==> src/rtl/cordic_pkg.sv <==
`default_nettype none
// ============================================================================
// Module      : cordic_pkg
// Description : Shared definitions for the CORDIC calculator and its host-side
//               command sequencer: op codes, coordinate/mode codes, Q16.16
//               gain constants, sequencer state encoding and op filter.
// Revision    : 1.0 - initial release
// ============================================================================
package cordic_pkg;

  // Calculator operation codes
  localparam logic [3:0] c_OP_SIN     = 4'd0;
  localparam logic [3:0] c_OP_COS     = 4'd1;
  localparam logic [3:0] c_OP_MULT    = 4'd7;
  localparam logic [3:0] c_OP_DIV     = 4'd8;
  localparam logic [3:0] c_OP_SINH    = 4'd9;
  localparam logic [3:0] c_OP_COSH    = 4'd10;
  localparam logic [3:0] c_OP_DEFAULT = 4'b1111;

  // Coordinate system and iteration mode codes
  localparam logic [1:0] c_COORD_LINEAR     = 2'b00;
  localparam logic [1:0] c_COORD_CIRCULAR   = 2'b01;
  localparam logic [1:0] c_COORD_HYPERBOLIC = 2'b11;
  localparam logic       c_MODE_ROTATION    = 1'b0;
  localparam logic       c_MODE_VECTORING   = 1'b1;

  // Inverse CORDIC gains in Q16.16
  localparam logic signed [31:0] c_K_INV_CIRCULAR   = 32'sd39797;
  localparam logic signed [31:0] c_K_INV_HYPERBOLIC = 32'sd79134;

  // Sequencer state encoding
  typedef enum logic [2:0] {
    S_IDLE  = 3'd0,
    S_CHECK = 3'd1,
    S_RUN   = 3'd2,
    S_CLEAR = 3'd3,
    S_RESP  = 3'd4
  } seq_state_t;

  // True for the op codes the calculator actually implements
  function automatic logic op_supported(input logic [3:0] op);
    return (op == c_OP_SIN)  || (op == c_OP_COS)  || (op == c_OP_MULT) ||
           (op == c_OP_DIV)  || (op == c_OP_SINH) || (op == c_OP_COSH);
  endfunction

endpackage
`default_nettype wire

==> src/rtl/cordic_seq_watchdog.sv <==
`default_nettype none
// ============================================================================
// Module      : cordic_seq_watchdog
// Description : Saturating cycle counter used to bound how long the sequencer
//               waits for the calculator. expired rises once TIMEOUT_CYCLES-1
//               run cycles have been counted since the last clear.
// Revision    : 1.0 - initial release
// ============================================================================
module cordic_seq_watchdog #(
  parameter int TIMEOUT_CYCLES = 64
) (
  input  logic clk,
  input  logic rst,
  input  logic clear,
  input  logic run,
  output logic expired
);

  localparam int                 c_CNT_W = (TIMEOUT_CYCLES > 2) ? $clog2(TIMEOUT_CYCLES) : 1;
  localparam logic [c_CNT_W-1:0] c_LAST  = c_CNT_W'(TIMEOUT_CYCLES - 1);

  logic [c_CNT_W-1:0] r_count;
  logic               w_expired;

  assign w_expired = (r_count == c_LAST);
  assign expired   = w_expired;

  // Count run cycles from zero after each clear; hold at the last value.
  always_ff @(posedge clk) begin
    if (rst || clear) begin
      r_count <= '0;
    end else if (run && !w_expired) begin
      r_count <= r_count + c_CNT_W'(1);
    end
  end

endmodule
`default_nettype wire

==> src/rtl/cordic_cmd_sequencer.sv <==
`default_nettype none
// ============================================================================
// Module      : cordic_cmd_sequencer
// Description : Host-side initiator for the CORDIC calculator. Accepts one
//               command at a time, filters unsupported ops and divide-by-zero,
//               runs the calculator with a watchdog, pulses enable low for one
//               cycle to restart the core, and returns the result.
//               Optional macro CORDIC_SEQ_TAG_EN adds cmd_tag/resp_tag ports.
// Revision    : 1.0 - initial release
// ============================================================================
module cordic_cmd_sequencer
  import cordic_pkg::*;
#(
  parameter int WIDTH          = 32,
  parameter int TIMEOUT_CYCLES = 64,
  parameter int TAG_W          = 4
) (
  input  logic             clk,
  input  logic             rst,
  input  logic             cmd_valid,
  output logic             cmd_ready,
  input  logic [3:0]       cmd_op,
  input  logic [WIDTH-1:0] cmd_x,
  input  logic [WIDTH-1:0] cmd_y,
  input  logic [WIDTH-1:0] cmd_z,
  output logic             resp_valid,
  input  logic             resp_ready,
  output logic [WIDTH-1:0] resp_data,
  output logic             resp_err,
  output logic             calc_enable,
  output logic [3:0]       calc_operation,
  output logic [WIDTH-1:0] calc_x,
  output logic [WIDTH-1:0] calc_y,
  output logic [WIDTH-1:0] calc_z,
  input  logic [WIDTH-1:0] calc_result,
  input  logic             calc_done
`ifdef CORDIC_SEQ_TAG_EN
  ,
  input  logic [TAG_W-1:0] cmd_tag,
  output logic [TAG_W-1:0] resp_tag
`endif
);

  seq_state_t       r_state;
  logic             r_cmd_ready;
  logic             r_resp_valid;
  logic             r_resp_err;
  logic [WIDTH-1:0] r_resp_data;
  logic             r_calc_enable;
  logic [3:0]       r_calc_op;
  logic [WIDTH-1:0] r_calc_x;
  logic [WIDTH-1:0] r_calc_y;
  logic [WIDTH-1:0] r_calc_z;
  logic [3:0]       r_op;
  logic [WIDTH-1:0] r_x;
  logic [WIDTH-1:0] r_y;
  logic [WIDTH-1:0] r_z;
  logic             w_cmd_accept;
  logic             w_reject;
  logic             w_expired;
  logic             w_wd_run;
  logic             w_wd_clear;

  // Ready is masked while rst is high so nothing is accepted during reset.
  assign cmd_ready      = r_cmd_ready & ~rst;
  assign resp_valid     = r_resp_valid;
  assign resp_data      = r_resp_data;
  assign resp_err       = r_resp_err;
  assign calc_enable    = r_calc_enable;
  assign calc_operation = r_calc_op;
  assign calc_x         = r_calc_x;
  assign calc_y         = r_calc_y;
  assign calc_z         = r_calc_z;

  assign w_cmd_accept = cmd_valid && r_cmd_ready;
  assign w_reject     = !op_supported(r_op) || ((r_op == c_OP_DIV) && (r_x == '0));
  assign w_wd_run     = (r_state == S_RUN);
  assign w_wd_clear   = (r_state != S_RUN);

  cordic_seq_watchdog #(
    .TIMEOUT_CYCLES (TIMEOUT_CYCLES)
  ) u_watchdog (
    .clk     (clk),
    .rst     (rst),
    .clear   (w_wd_clear),
    .run     (w_wd_run),
    .expired (w_expired)
  );

  // Command sequencing FSM; every output is registered here.
  always_ff @(posedge clk) begin
    if (rst) begin
      r_state       <= S_IDLE;
      r_cmd_ready   <= 1'b1;
      r_resp_valid  <= 1'b0;
      r_resp_err    <= 1'b0;
      r_resp_data   <= '0;
      r_calc_enable <= 1'b0;
      r_calc_op     <= c_OP_DEFAULT;
      r_calc_x      <= '0;
      r_calc_y      <= '0;
      r_calc_z      <= '0;
      r_op          <= c_OP_DEFAULT;
      r_x           <= '0;
      r_y           <= '0;
      r_z           <= '0;
    end else begin
      case (r_state)
        S_IDLE: begin
          if (w_cmd_accept) begin
            r_op        <= cmd_op;
            r_x         <= cmd_x;
            r_y         <= cmd_y;
            r_z         <= cmd_z;
            r_cmd_ready <= 1'b0;
            r_state     <= S_CHECK;
          end
        end
        S_CHECK: begin
          if (w_reject) begin
            // Rejected commands never touch the calculator interface.
            r_resp_err   <= 1'b1;
            r_resp_data  <= '0;
            r_resp_valid <= 1'b1;
            r_state      <= S_RESP;
          end else begin
            r_calc_op     <= r_op;
            r_calc_x      <= r_x;
            r_calc_y      <= r_y;
            r_calc_z      <= r_z;
            r_calc_enable <= 1'b1;
            r_state       <= S_RUN;
          end
        end
        S_RUN: begin
          // A done seen on the expiry cycle still counts as success.
          if (calc_done) begin
            r_resp_data   <= calc_result;
            r_resp_err    <= 1'b0;
            r_calc_enable <= 1'b0;
            r_state       <= S_CLEAR;
          end else if (w_expired) begin
            r_resp_data   <= '0;
            r_resp_err    <= 1'b1;
            r_calc_enable <= 1'b0;
            r_state       <= S_CLEAR;
          end
        end
        S_CLEAR: begin
          r_resp_valid <= 1'b1;
          r_state      <= S_RESP;
        end
        S_RESP: begin
          if (resp_ready) begin
            r_resp_valid <= 1'b0;
            r_cmd_ready  <= 1'b1;
            r_state      <= S_IDLE;
          end
        end
        default: begin
          r_state <= S_IDLE;
        end
      endcase
    end
  end

`ifdef CORDIC_SEQ_TAG_EN
  logic [TAG_W-1:0] r_tag;

  // The tag travels with its command and is returned with the response.
  always_ff @(posedge clk) begin
    if (rst) begin
      r_tag <= '0;
    end else if (w_cmd_accept && (r_state == S_IDLE)) begin
      r_tag <= cmd_tag;
    end
  end

  assign resp_tag = r_tag;
`endif

endmodule
`default_nettype wire

==> config.mk <==
export PLATFORM = sky130hd
export DESIGN_NAME = cordic_cmd_sequencer
export DESIGN_NICKNAME = d
export VERILOG_FILES = /design/src/rtl/cordic_pkg.sv /design/src/rtl/cordic_seq_watchdog.sv /design/src/rtl/cordic_cmd_sequencer.sv
export SDC_FILE = /design/constraint.sdc
export NUM_CORES = 1
export LEC_CHECK = 0
export CAP_MARGIN = 20
export CORE_ASPECT_RATIO = 0.9
export CORE_MARGIN = 2
export CORE_UTILIZATION = 51
export CTS_CLUSTER_DIAMETER = 30
export DETAILED_ROUTE_END_ITERATION = 8
export HOLD_SLACK_MARGIN = 0.08
export PLACE_DENSITY = 0.85
export SYNTH_ARGS = -nofsm -noshare
export SYNTH_HDL_FRONTEND = slang
export SYNTH_SLANG_ARGS = --single-unit
==> constraint.sdc <==
create_clock -name clk -period 3.6 [get_ports clk]
set_input_delay 0.36 -clock clk [delete_from_list [all_inputs] [get_ports clk]]
set_output_delay 0.36 -clock clk [all_outputs]
set_load 0.05 [all_outputs]
# Word-level counts from Yosys, hierarchy flattened
# Index checks and enable logic that the tools add are counted.
# W data, S select, Z words.
[word_totals]
ff_bits = 245
input_bits = 137
word_cells = 83
[classes]
addsub = 1
eq_ne = 16
mux = 23
n_bitwise = 3
reduce_logical = 25
[op_table]
columns = ["op", "count"]
rows = [
  ["$mux W32", 3],
  ["$pmux W32 S2", 1],
  ["$logic_not A32 Y1", 1],
  ["$mux W3", 5],
  ["$pmux W3 S5", 1],
  ["$reduce_and A3 Y1", 5],
  ["$eq A4 B4 Y1 const B", 3],
  ["$mux W1", 9],
  ["$ne A2 B2 Y1 const B", 4],
  ["$logic_or A1 B1 Y1", 7],
  ["$add A6 B1 Y6 const B", 1],
  ["$eq A3 B2 Y1 const B", 2],
  ["$eq A6 B6 Y1 const B", 1],
  ["$pmux W1 S2", 3],
  ["$eq A4 B1 Y1 const B", 1],
  ["$eq A4 B3 Y1 const B", 1],
  ["$logic_not A4 Y1", 1],
  ["$reduce_and A2 Y1", 2],
  ["$reduce_bool A2 Y1", 2],
  ["$eq A3 B1 Y1 const B", 1],
  ["$eq A3 B3 Y1 const B", 1],
  ["$logic_and A1 B1 Y1", 3],
  ["$logic_not A3 Y1", 1],
  ["$ne A3 B2 Y1 const B", 1],
  ["other kinds (6)", 8],
]

# Depth between registers and ports, before layout
# Gate-level depths: netlist (run 1).
[logic_depth]
ltp_word = 10
ltp_mapped = 8
mapped_depth_nobuf = 6

# Hierarchy
# Synthesis (run 1) repeated with hierarchy kept, for this count alone.
[unflattened]
hier_cells = 1027
area_unflattened_um2 = 9516.6
[by_module_without_submodules]
columns = ["mod", "instances", "cells_each", "area_each_um2", "seq_area_each_um2"]
rows = [
  ["cordic_cmd_sequencer", 1, 995, 9217.6, 4784.6],
  ["cordic_seq_watchdog", 1, 32, 299.0, 120.1],
]

# Worst setup path before layout (run 1)
# No wires, ideal clock.
[synth_timing]
kind = "reg2reg"
from = "register r_x[15]"
to = "register r_calc_y[10] (netlist: calc_y[10])"
setup_ns = 0.116
arrival_ns = 2.201
required_ns = 3.484
path_slack_ns = 1.283
path_stages_with_launch = 8
n_path_buf = 2
cell_sequence = "dfxtp_1 -> or4_1 -> or4_1 -> nor3_2 -> buf_2 -> buf_2 -> nor4b_1 -> a31o_1"
[synth_between]
elab_chain_cells = 5
[synth_rtl]
columns = ["element", "line", "text"]
rows = [
  ["start: declaration", "cordic_cmd_sequencer.sv:55", "logic [WIDTH-1:0] r_x;"],
  ["start signal: assignment", "cordic_cmd_sequencer.sv:112", "r_x <= cmd_x;"],
  ["$logic_not A32 Y1", "cordic_cmd_sequencer.sv:76", "assign w_reject = !op_supported(r_op) || ((r_op == c_OP_DIV) && (r_x == '0));"],
  ["$logic_and A1 B1 Y1", "cordic_cmd_sequencer.sv:76", ""],
  ["$logic_or A1 B1 Y1", "cordic_cmd_sequencer.sv:76", ""],
  ["$not A1 Y1 (no line)", "-", ""],
  ["$reduce_and A2 Y1 (no line)", "-", ""],
  ["end signal: assignment", "cordic_cmd_sequencer.sv:129", "r_calc_y <= r_y;"],
  ["end: declaration", "cordic_cmd_sequencer.sv:52", "logic [WIDTH-1:0] r_calc_y;"],
]
# No other way between the ends.
# A chain may end at the register's enable or synchronous reset.

# Worst setup path in the final report (run 1)
[layout_timing]
from = "register r_x[15]"
to = "register r_calc_z[22] (netlist: calc_z[22])"
[layout_between]
elab_chain_cells = 5
[layout_rtl]
columns = ["element", "line", "text"]
rows = [
  ["$logic_not A32 Y1", "cordic_cmd_sequencer.sv:76", ""],
  ["$logic_and A1 B1 Y1", "cordic_cmd_sequencer.sv:76", ""],
  ["$logic_or A1 B1 Y1", "cordic_cmd_sequencer.sv:76", ""],
  ["$not A1 Y1 (no line)", "-", ""],
  ["$reduce_and A2 Y1 (no line)", "-", ""],
  ["end signal: assignment", "cordic_cmd_sequencer.sv:130", "r_calc_z <= r_z;"],
  ["end: declaration", "cordic_cmd_sequencer.sv:53", "logic [WIDTH-1:0] r_calc_z;"],
]
# No other way between the ends.

==> results_dict.tcl, run 1 <==
set metrics [dict create \
    outcome "finished, final reports clean" \
    synth.distinct_cells 42 \
    htreeDepth 2 \
    ant_nets 0 \
    power_density_nw_per_um2 567 \
    crit_path_start "r_x[15]" \
    vdd_drop_max_v 0.000340 \
    r2r_slack_ps 870 \
    netlist_instances 1023 \
    crit_type "reg2reg" \
    cp_max_fo 39 \
    ios 273 \
    reg2regPathDepth 6 \
    cts_setup_buffers 0 \
    hold-worst-slack_ps 125 \
    crit_path_start_kind "flop" \
    vias 8831 \
    grt_busiest_layer "met2" \
    cts_tree "done" \
    postCtsHoldBufs 0 \
    rr_endpoint "calc_z[22]" \
    fin_crit_sh_pct 75.8 \
    grt_overflow_total 0 \
    required_ps 4050 \
    seq_area_frac_synth_pct 52.4 \
    maxSlewHeadroom_pct 39.8 \
    maxCapViolCount 0 \
    grt_pass1_vias 8588 \
    grt_max_degree 189 \
    yosys_most_used_dff "dfxtp_1" \
    worstPathArrival_ps 3180 \
    antennaDiodeCount 0 \
    dieArea_sq_um 19400 \
    coreArea_sq_um 17800 \
    postCtsResizedCells 0 \
    p_leak_nw 4.78 \
    setup-violations-final 0 \
    yosysMostFrequentCell "dfxtp_1" \
    viasPerCell 5.82 \
    routed_wl_mm 27.5 \
    worstSkewPairLatency_ps 520 \
    die_h_microns 132 \
    min_path_cells 2 \
    row_count 46 \
    cts_sinks 245 \
    reg2reg_from "r_x[15]" \
    use_met2_pct 44.4 \
    ys_ff_latch 245 \
    root_buffer "clkbuf_16" \
    grt_use_total_pct 26.9 \
    fmax_ghz 0.366 \
    met1_usage_pct 35.2 \
    cts_made_buffers 42 \
    grt_pass1_wl_mm 43.7 \
    die_x_microns 147 \
    hold_viol_final 0 \
    drive_gt1_share_pct 9.78 \
    path_clk_slew_ps 60 \
    async_reset_ff_share_pct 0 \
    synth-edff-count 0 \
    io_buffers 272 \
    holdCritPathClass "in2reg" \
    ys_warn_count 0 \
    slew_viol_final 0 \
    wl_per_cell_microns 18.1 \
    cp-end-kind "flop" \
    holdCritStartpoint "rst" \
    netlist_area_sq_um 9360 \
    synth_top_area_share_pct 52.4 \
    area_growth_pct 45.0 \
    synth_nets 1161 \
    finalClockSkew_ps 19.4 \
    rsz0062_at_grt "no" \
    cts_buffer_depth 3 \
    first_pass_iters 5 \
    nets 1386 \
    start_util_pct 52.6 \
    avgSynthCellArea_sq_um 9.15 \
    tightestPinTransition_ps 900 \
    synth_common_cells "dfxtp_1, nand2_1, a21oi_1" \
    gp_congestion 0.790 \
    drc 0 \
    antenna_found_initial 0 \
    min_to "calc_enable" \
    drtIter0Drc 602 \
    fin_setup_tns_ps 0 \
    dpl.hpwl_mm 16.3 \
    synth_area_leaders "dfxtp_1, nand2_1, nor4b_1, a31o_1, a21oi_1" \
    fin_crit_ps 2730 \
    met3_usage_pct 5.79 \
    yosysTopAreaCell "dfxtp_1" \
]
-- cell usage in the layout (no fill, tap or decap), types with 3 or more instances in the layout --
| cell | instances |
|---|---|
| nor2_1 | 7 |
| a31o_2 | 33 |
| nor3b_1 | 4 |
| bufinv_16 | 4 |
| nor4b_1 | 92 |
| clkinvlp_4 | 4 |
| clkinv_2 | 7 |
| o21ai_0 | 39 |
| xor2_1 | 4 |
| nand2_1 | 233 |
| nor4_1 | 9 |
| buf_12 | 6 |
| buf_4 | 8 |
| a32oi_1 | 32 |
| nor3_1 | 4 |
| clkdlybuf4s50_1 | 271 |
| inv_1 | 6 |
| a21oi_1 | 104 |
| a31o_1 | 63 |
| clkinv_4 | 3 |
| nand3_1 | 3 |
| clkbuf_1 | 4 |
| clkbuf_8 | 5 |
| o211ai_1 | 8 |
| clkbuf_16 | 42 |
| nand2b_1 | 3 |
| dfxtp_1 | 245 |
| nand4_1 | 3 |
| inv_6 | 3 |
-- layer usage --
metal	share of wire, %	vias up
met5	0	-
met3	8.0	57
met1	42	4209
met2	47	401
met4	2.6	0
li1	-	4164
-- power breakdown --
group	switching [W]	leakage [nW]	internal (W)
Combinational	0.000527	2.12	0.000346
Sequential	0.0000871	1.99	0.00286
Clock	0.00134	0.682	0.00254
-- worst max-delay path, cell delays in order, from the launching register on --
cell     delay (ps)
dfxtp_1         320
or4_1           510
or4_1           490
nor3_4          260
or2_4           500
buf_4           350
a31o_1          190
-- worst max-delay path by stage --
stage,to,slack (ps)
detailed placement,calc_z[19],960
global route,calc_z[22],760
finish,calc_z[22],870
global placement,calc_z[4],980
CTS,calc_z[22],910
floorplan,calc_y[10],1280
-- registers in the layout, summed over array words and instances, names as in the netlist, 3 cells and up --
| register | flops |
|---|---|
| r_y | 32 |
| r_x | 32 |
| calc_y | 32 |
| resp_data | 32 |
| r_state | 3 |
| u_watchdog.r_count | 6 |
| calc_z | 32 |
| calc_x | 32 |
| calc_operation | 4 |
| r_z | 32 |
| r_op | 4 |
-- cell families (layout without fill, tap and decap cells) --
kind of cell,after synthesis,count (layout),synth area share [%]
xor+xnor,5,5,0.468
flops,245,245,52.4
simple gates,371,371,20.9
buf+inv,112,367,4.92
fa+ha+maj,1,1,0.134
compound gates,289,289,21.1
-- area by class of cell --
cell class,count,area (sq um)
Sequential cell,245,4900
Timing Repair Buffer,286,2900
Clock inverter,23,265
Clock buffer,51,1130
Tap cell,240,300
Inverter,7,28.8
Multi-Input combinational cell,666,4030
Fill cell,1218,4220
-- through the flow --
step	util, %	cells	setup slack (ps)	instance area [sq um]	power, W
after detailed placement	68.4	1444	965	12200	0.00385
after CTS	76.3	1518	906	13600	0.00774
after floorplan	-	1023	1280	9360	0.00349
after global routing	76.3	1518	760	13600	0.00795
final	76.3	1518	870	13600	0.00769
after global placement	68.4	1444	985	12200	0.00384
Power figures use the tool's default switching activity.
==> run 2: changes to the inputs <==
--- a/config.mk
+++ b/config.mk
@@ -8,11 +8,11 @@
 export CAP_MARGIN = 20
 export CORE_ASPECT_RATIO = 0.9
 export CORE_MARGIN = 2
-export CORE_UTILIZATION = 51
+export CORE_UTILIZATION = 43
 export CTS_CLUSTER_DIAMETER = 30
 export DETAILED_ROUTE_END_ITERATION = 8
 export HOLD_SLACK_MARGIN = 0.08
-export PLACE_DENSITY = 0.85
+export PLACE_DENSITY = 0.77
 export SYNTH_ARGS = -nofsm -noshare
 export SYNTH_HDL_FRONTEND = slang
 export SYNTH_SLANG_ARGS = --single-unit
==> constraint.sdc (replaced) <==
create_clock -name clk -period 2.35 [get_ports clk]
set_input_delay 0.235 -clock clk [delete_from_list [all_inputs] [get_ports clk]]
set_output_delay 0.235 -clock clk [all_outputs]
set_load 0.05 [all_outputs]
==> run 2 against run 1 <==
  * The run now ends with setup timing left
  * Highest routed layer unchanged
  * Die area is 18% higher
  * Sequential cell count stayed put
  * Critical path depth is 2 higher
  * Clock-buffer cell count is 3 lower
  * Utilization is 10 points lower
  * Critical path type unchanged
==> results_dict.tcl, run 2 (synthesis results as in run 1) <==
set metrics [dict create \
    outcome "finished with violations" \
    violations "setup timing" \
    setup-violations-final 2 \
    dpl.hpwl_mm 17.2 \
    path_clk_slew_ps 50 \
    vias 8945 \
    holdCritStartpoint "rst" \
    crit_type "reg2reg" \
    antenna_found_initial 0 \
    drive_gt1_share_pct 12.7 \
    die_x_microns 159 \
    p_leak_nw 5.09 \
    area_growth_pct 52.4 \
    cts_buffer_depth 3 \
    placed_cells 1512 \
    reg2regPathDepth 8 \
    root_buffer "clkbuf_16" \
    first_pass_iters 5 \
    instances_no_fill 1604 \
    power_frac_comb_pct 11.6 \
    drtIter0Drc 586 \
    crit_path_start_kind "flop" \
    required_ps 2750 \
    coreArea_sq_um 21500 \
    grt_pass1_wl_mm 43.3 \
    min_path_cells 2 \
    maxSlewHeadroom_pct 60.5 \
    row_count 51 \
    grt_max_degree 110 \
    multiInputGateArea_sq_um 4040 \
    fin_crit_sh_pct 101 \
    hold-worst-slack_ps 121 \
    fmax_ghz 0.423 \
    power_density_nw_per_um2 882 \
    final_common_cell "clkdlybuf4s50_1" \
    htreeDepth 2 \
    rsz0062_at_grt "yes" \
    gp_congestion 0.781 \
    hold_viol_final 0 \
    die_h_microns 144 \
    switching_share_pct 25.0 \
    regArea_sq_um 4900 \
    antennaDiodeCount 0 \
    cts_tree "done" \
    wl_per_cell_microns 17.8 \
    vdd_drop_max_v 0.000797 \
    dieArea_sq_um 23000 \
    holdCritPathClass "in2reg" \
    cp-end-kind "flop" \
    nets 1417 \
    slew_viol_final 0 \
    routed_wl_mm 28.6 \
    ios 273 \
    cp_max_fo 7 \
    drc 0 \
    worstPathArrival_ps 2760 \
    min_to "r_x[28]" \
    viasPerCell 5.58 \
    seqPwrFrac_pct 35.8 \
    fin_setup_tns_ps -12.5 \
    fin_crit_ps 2360 \
    finalClockSkew_ps 11.9 \
    start_util_pct 43.5 \
    maxCapViolCount 0 \
    clock_power_share_pct 52.5 \
    postCtsHoldBufs 0 \
    power_switching_w 0.00314 \
    rr_endpoint "calc_x[5]" \
    grt_overflow_total 0 \
    cts_sinks 245 \
    io_buffers 272 \
    fillers 1727 \
    r2r_slack_ps -10 \
    worst_slack_ps -12.4 \
    p_int_w 0.00943 \
    tightestPinTransition_ps 591 \
    worstSkewPairLatency_ps 510 \
    ant_nets 0 \
    grt_pass1_vias 8497 \
    grt_use_total_pct 23.0 \
    reg2reg_from "r_x[15]" \
    cts_made_buffers 43 \
    layout_common_cells "clkdlybuf4s50_1, dfxtp_1, nand2_1" \
]
[run 2: changes by cell type in the layout (fill, tap and decap cells not counted), sizes merged]
| cell | change |
|---|---|
| inv | +4 |
| buf | +27 |
| bufinv | +4 |
| clkinvlp | +3 |
| clkinv | -3 |
[run 2: what timing repair did]
item	in CTS	in global routing
gates cloned	1	5
pin swaps	2	2
gates resized for setup	3	5
setup buffers	1	7
setup endpoints to repair	47	121
[run 2: final cells by class]
cell class / count / area share (%)
clock buffer: 48 / 8.03
clock inverter: 31 / 2.95
inverter: 7 / 0.219
multi-input combinational: 666 / 28.3
sequential: 245 / 34.4
tap: 291 / 2.55
timing repair buffer: 316 / 23.5
[run 2: worst max path at each step]
stage	start	to	slack (ps)	cells past startpoint
finish	r_x[15]	calc_x[5]	-10	8
global route	r_x[15]	calc_x[5]	-50	8
CTS	r_x[15]	calc_x[12]	5	7
detailed placement	r_x[15]	calc_y[15]	6	7
global placement	r_x[15]	calc_y[11]	60	7
floorplan	r_x[15]	calc_y[10]	30	7
[run 2: metrics by stage]
step                area [sq um]  util [%]  total power (W)  worst slack [ps]
detailed placement         12500      58.0          0.00599              5.86
finish                     14300      66.3           0.0126             -12.4
floorplan                   9360         -          0.00535              33.4
global route               14300      66.3           0.0130             -52.4
global placement           12500      58.0          0.00596              55.4
CTS                        14100      65.5           0.0126              4.87
[run 2: layer usage]
metal	wire length, microns	GRT usage, %	part of all wire, %	vias to the layer above
li1	-	-	-	4246
met5	0	0	0	-
met3	2120	6.26	7.4	51
met2	13700	38.8	48	348
met1	12100	28.7	42	4300
met4	677	7.56	2.4	0
[run 2: power groups by stage]
stage | Clock (W) | Combinational, W | Sequential (W)
floorplan | 0 | 0.000693 | 0.00466
global placement | 0 | 0.00139 | 0.00457
detailed placement | 0 | 0.00141 | 0.00458
CTS | 0.00671 | 0.00143 | 0.00450
global route | 0.00691 | 0.00158 | 0.00453
finish | 0.00660 | 0.00146 | 0.00451
[run 2: worst max-delay path, cell delays in order, from the launching register on]
cell and delay, ps:
dfxtp_1 310, or4_4 530, or4_4 460, nor3_4 210, buf_4 170, clkbuf_16 120, buf_4 140, nor4b_1 70
a31o_1 230
==> run 3: changes to the inputs <==
--- a/config.mk
+++ b/config.mk
@@ -16,3 +16,4 @@
 export SYNTH_ARGS = -nofsm -noshare
 export SYNTH_HDL_FRONTEND = slang
 export SYNTH_SLANG_ARGS = --single-unit
+export TNS_END_PERCENT = 5
==> constraint.sdc (replaced) <==
create_clock -name clk -period 2.35 [get_ports clk]
set_input_delay 0.235 -clock clk [delete_from_list [all_inputs] [get_ports clk]]
set_output_delay 0.235 -clock clk [all_outputs]
set_load 0.02 [all_outputs]
==> run 3 against run 2 <==
  * Largest cell class unchanged
  * Critical endpoint is now calc_x[22]
  * Combinational power down 7%
  * Largest power group unchanged
  * Total power up 2.1%
  * The flow now finishes without violations
  * Sequential power about the same
  * Via count down 2.4%
==> results_dict.tcl, run 3 (synthesis results as in run 1) <==
set metrics [dict create \
    final_common_cell "clkdlybuf4s50_1" \
    cp-end-kind "flop" \
    holdCritPathClass "in2reg" \
    drtIter0Drc 580 \
    ios 273 \
    cts_made_buffers 44 \
    rsz0062_at_grt "yes" \
    grt_pass1_wl_mm 43.8 \
    maxSlewHeadroom_pct 64.7 \
    gp_congestion 0.772 \
    instances_no_fill 1594 \
    root_buffer "clkbuf_16" \
    crit_type "reg2reg" \
    power_density_nw_per_um2 907 \
    grt_pass1_vias 8462 \
    die_h_microns 144 \
    routed_wl_mm 28.0 \
    fin_crit_ps 2260 \
    design_area_sq_um 14200 \
    dpl.hpwl_mm 17.1 \
    cpMostUsedCell "buf_12" \
    wl_per_cell_microns 17.5 \
    hold_viol_final 0 \
    post_dp_cell_area_sq_um 12500 \
    dieArea_sq_um 23000 \
    htreeDepth 2 \
    antennaDiodeCount 0 \
    ant_nets 0 \
    cts_setup_buffers 0 \
    die_x_microns 159 \
    placed_cells 1511 \
    grt_max_degree 95 \
    cts_sinks 245 \
    p_leak_nw 5.02 \
    cts_buffer_depth 3 \
    cp_max_fo 37 \
    tightestPinTransition_ps 530 \
    fillers 1706 \
    area_growth_pct 51.2 \
    fin_crit_sh_pct 96.3 \
    fmax_ghz 0.442 \
    nets 1406 \
    fin_setup_tns_ps 0 \
    crit_path_cell_trace "or4_1 > or4_4 > nor3_4 > buf_12 > or2_4 > buf_12 > a31o_2" \
    antenna_found_initial 0 \
    row_count 51 \
    worstSkewPairLatency_ps 520 \
    vdd_drop_max_v 0.000586 \
    vias 8727 \
    setup-violations-final 0 \
    worstPathArrival_ps 2720 \
    grt_use_total_pct 23.0 \
    io_buffers 272 \
    path_clk_slew_ps 50 \
    coreArea_sq_um 21500 \
    slowest_stage "or4_1" \
    crit_path_start_kind "flop" \
    outcome "finished, final reports clean" \
    layout_common_cells "clkdlybuf4s50_1, dfxtp_1, nand2_1" \
    drc 0 \
    first_pass_iters 5 \
    grt_overflow_total 0 \
    slew_viol_final 0 \
    start_util_pct 43.5 \
    cts_tree "done" \
    slowest_delay_ps 520 \
    finalClockSkew_ps 24.0 \
    required_ps 2810 \
    viasPerCell 5.47 \
    maxCapViolCount 0 \
    drive_gt1_share_pct 11.4 \
]
## run 3: worst paths after layout
check	from	to	slack, ps	cells after the start
max reg2reg	r_x[15]	calc_x[22]	90	7
min reg2reg	r_z[17]	r_z[17]	450	2
min	cmd_y[17]	r_y[17]	260	3
max	r_x[15]	calc_x[22]	90	7
## run 3: report_power, final
part	internal, W	switching (W)	total [W]
clock	0.00485	0.00211	0.00696
sequential	0.00438	0.000131	0.00451
combinational	0.000614	0.000749	0.00136
## run 3: timing repair
action	4_1_cts	5_1_grt
endpoints found under the hold margin	7	0
cloned	0	1
resized for setup	1	2
hold buffers	1	0
pin swaps	1	0
setup endpoints to repair	12	94
## run 3: cell type report
class	count	area, sq um	share of cell area [%]
clock buffers	53	1160	8.23
clock inverters	28	472	3.33
inverters	7	31.3	0.221
multi-input cells	666	4040	28.5
flip-flops and latches	245	4900	34.7
well taps	291	364	2.57
repair buffers	304	3180	22.4
## run 3: per-stage QoR
| stage | hold slack, ps | power, W | worst slack (ps) | utilization, % |
|---|---|---|---|---|
| CTS | 243 | 0.0129 | 44.7 | 65.6 |
| floorplan | 354 | 0.00527 | 33.4 | - |
| finish | 260 | 0.0128 | 87.4 | 65.8 |
| global route | 258 | 0.0133 | 1.45 | 65.8 |
| detailed placement | 442 | 0.00591 | 0.0890 | 58.0 |
| global placement | 437 | 0.00589 | 53.5 | 58.0 |
## run 3: critical path: cells and delay by family, from the launching register on
family / cells / cell delay, ps
simple gates: 4 / 1310
buf+inv: 2 / 360
flops: 1 / 310
compound gates: 1 / 190
## run 3: per-layer routing
layer  GRT usage (%)  vias up  wire (microns)
li1                -     4214               -
met1            29.3     4146           12200
met2            38.1      320           13200
met3            6.29       47            2000
met4            7.42        0             598
met5               0        -               0
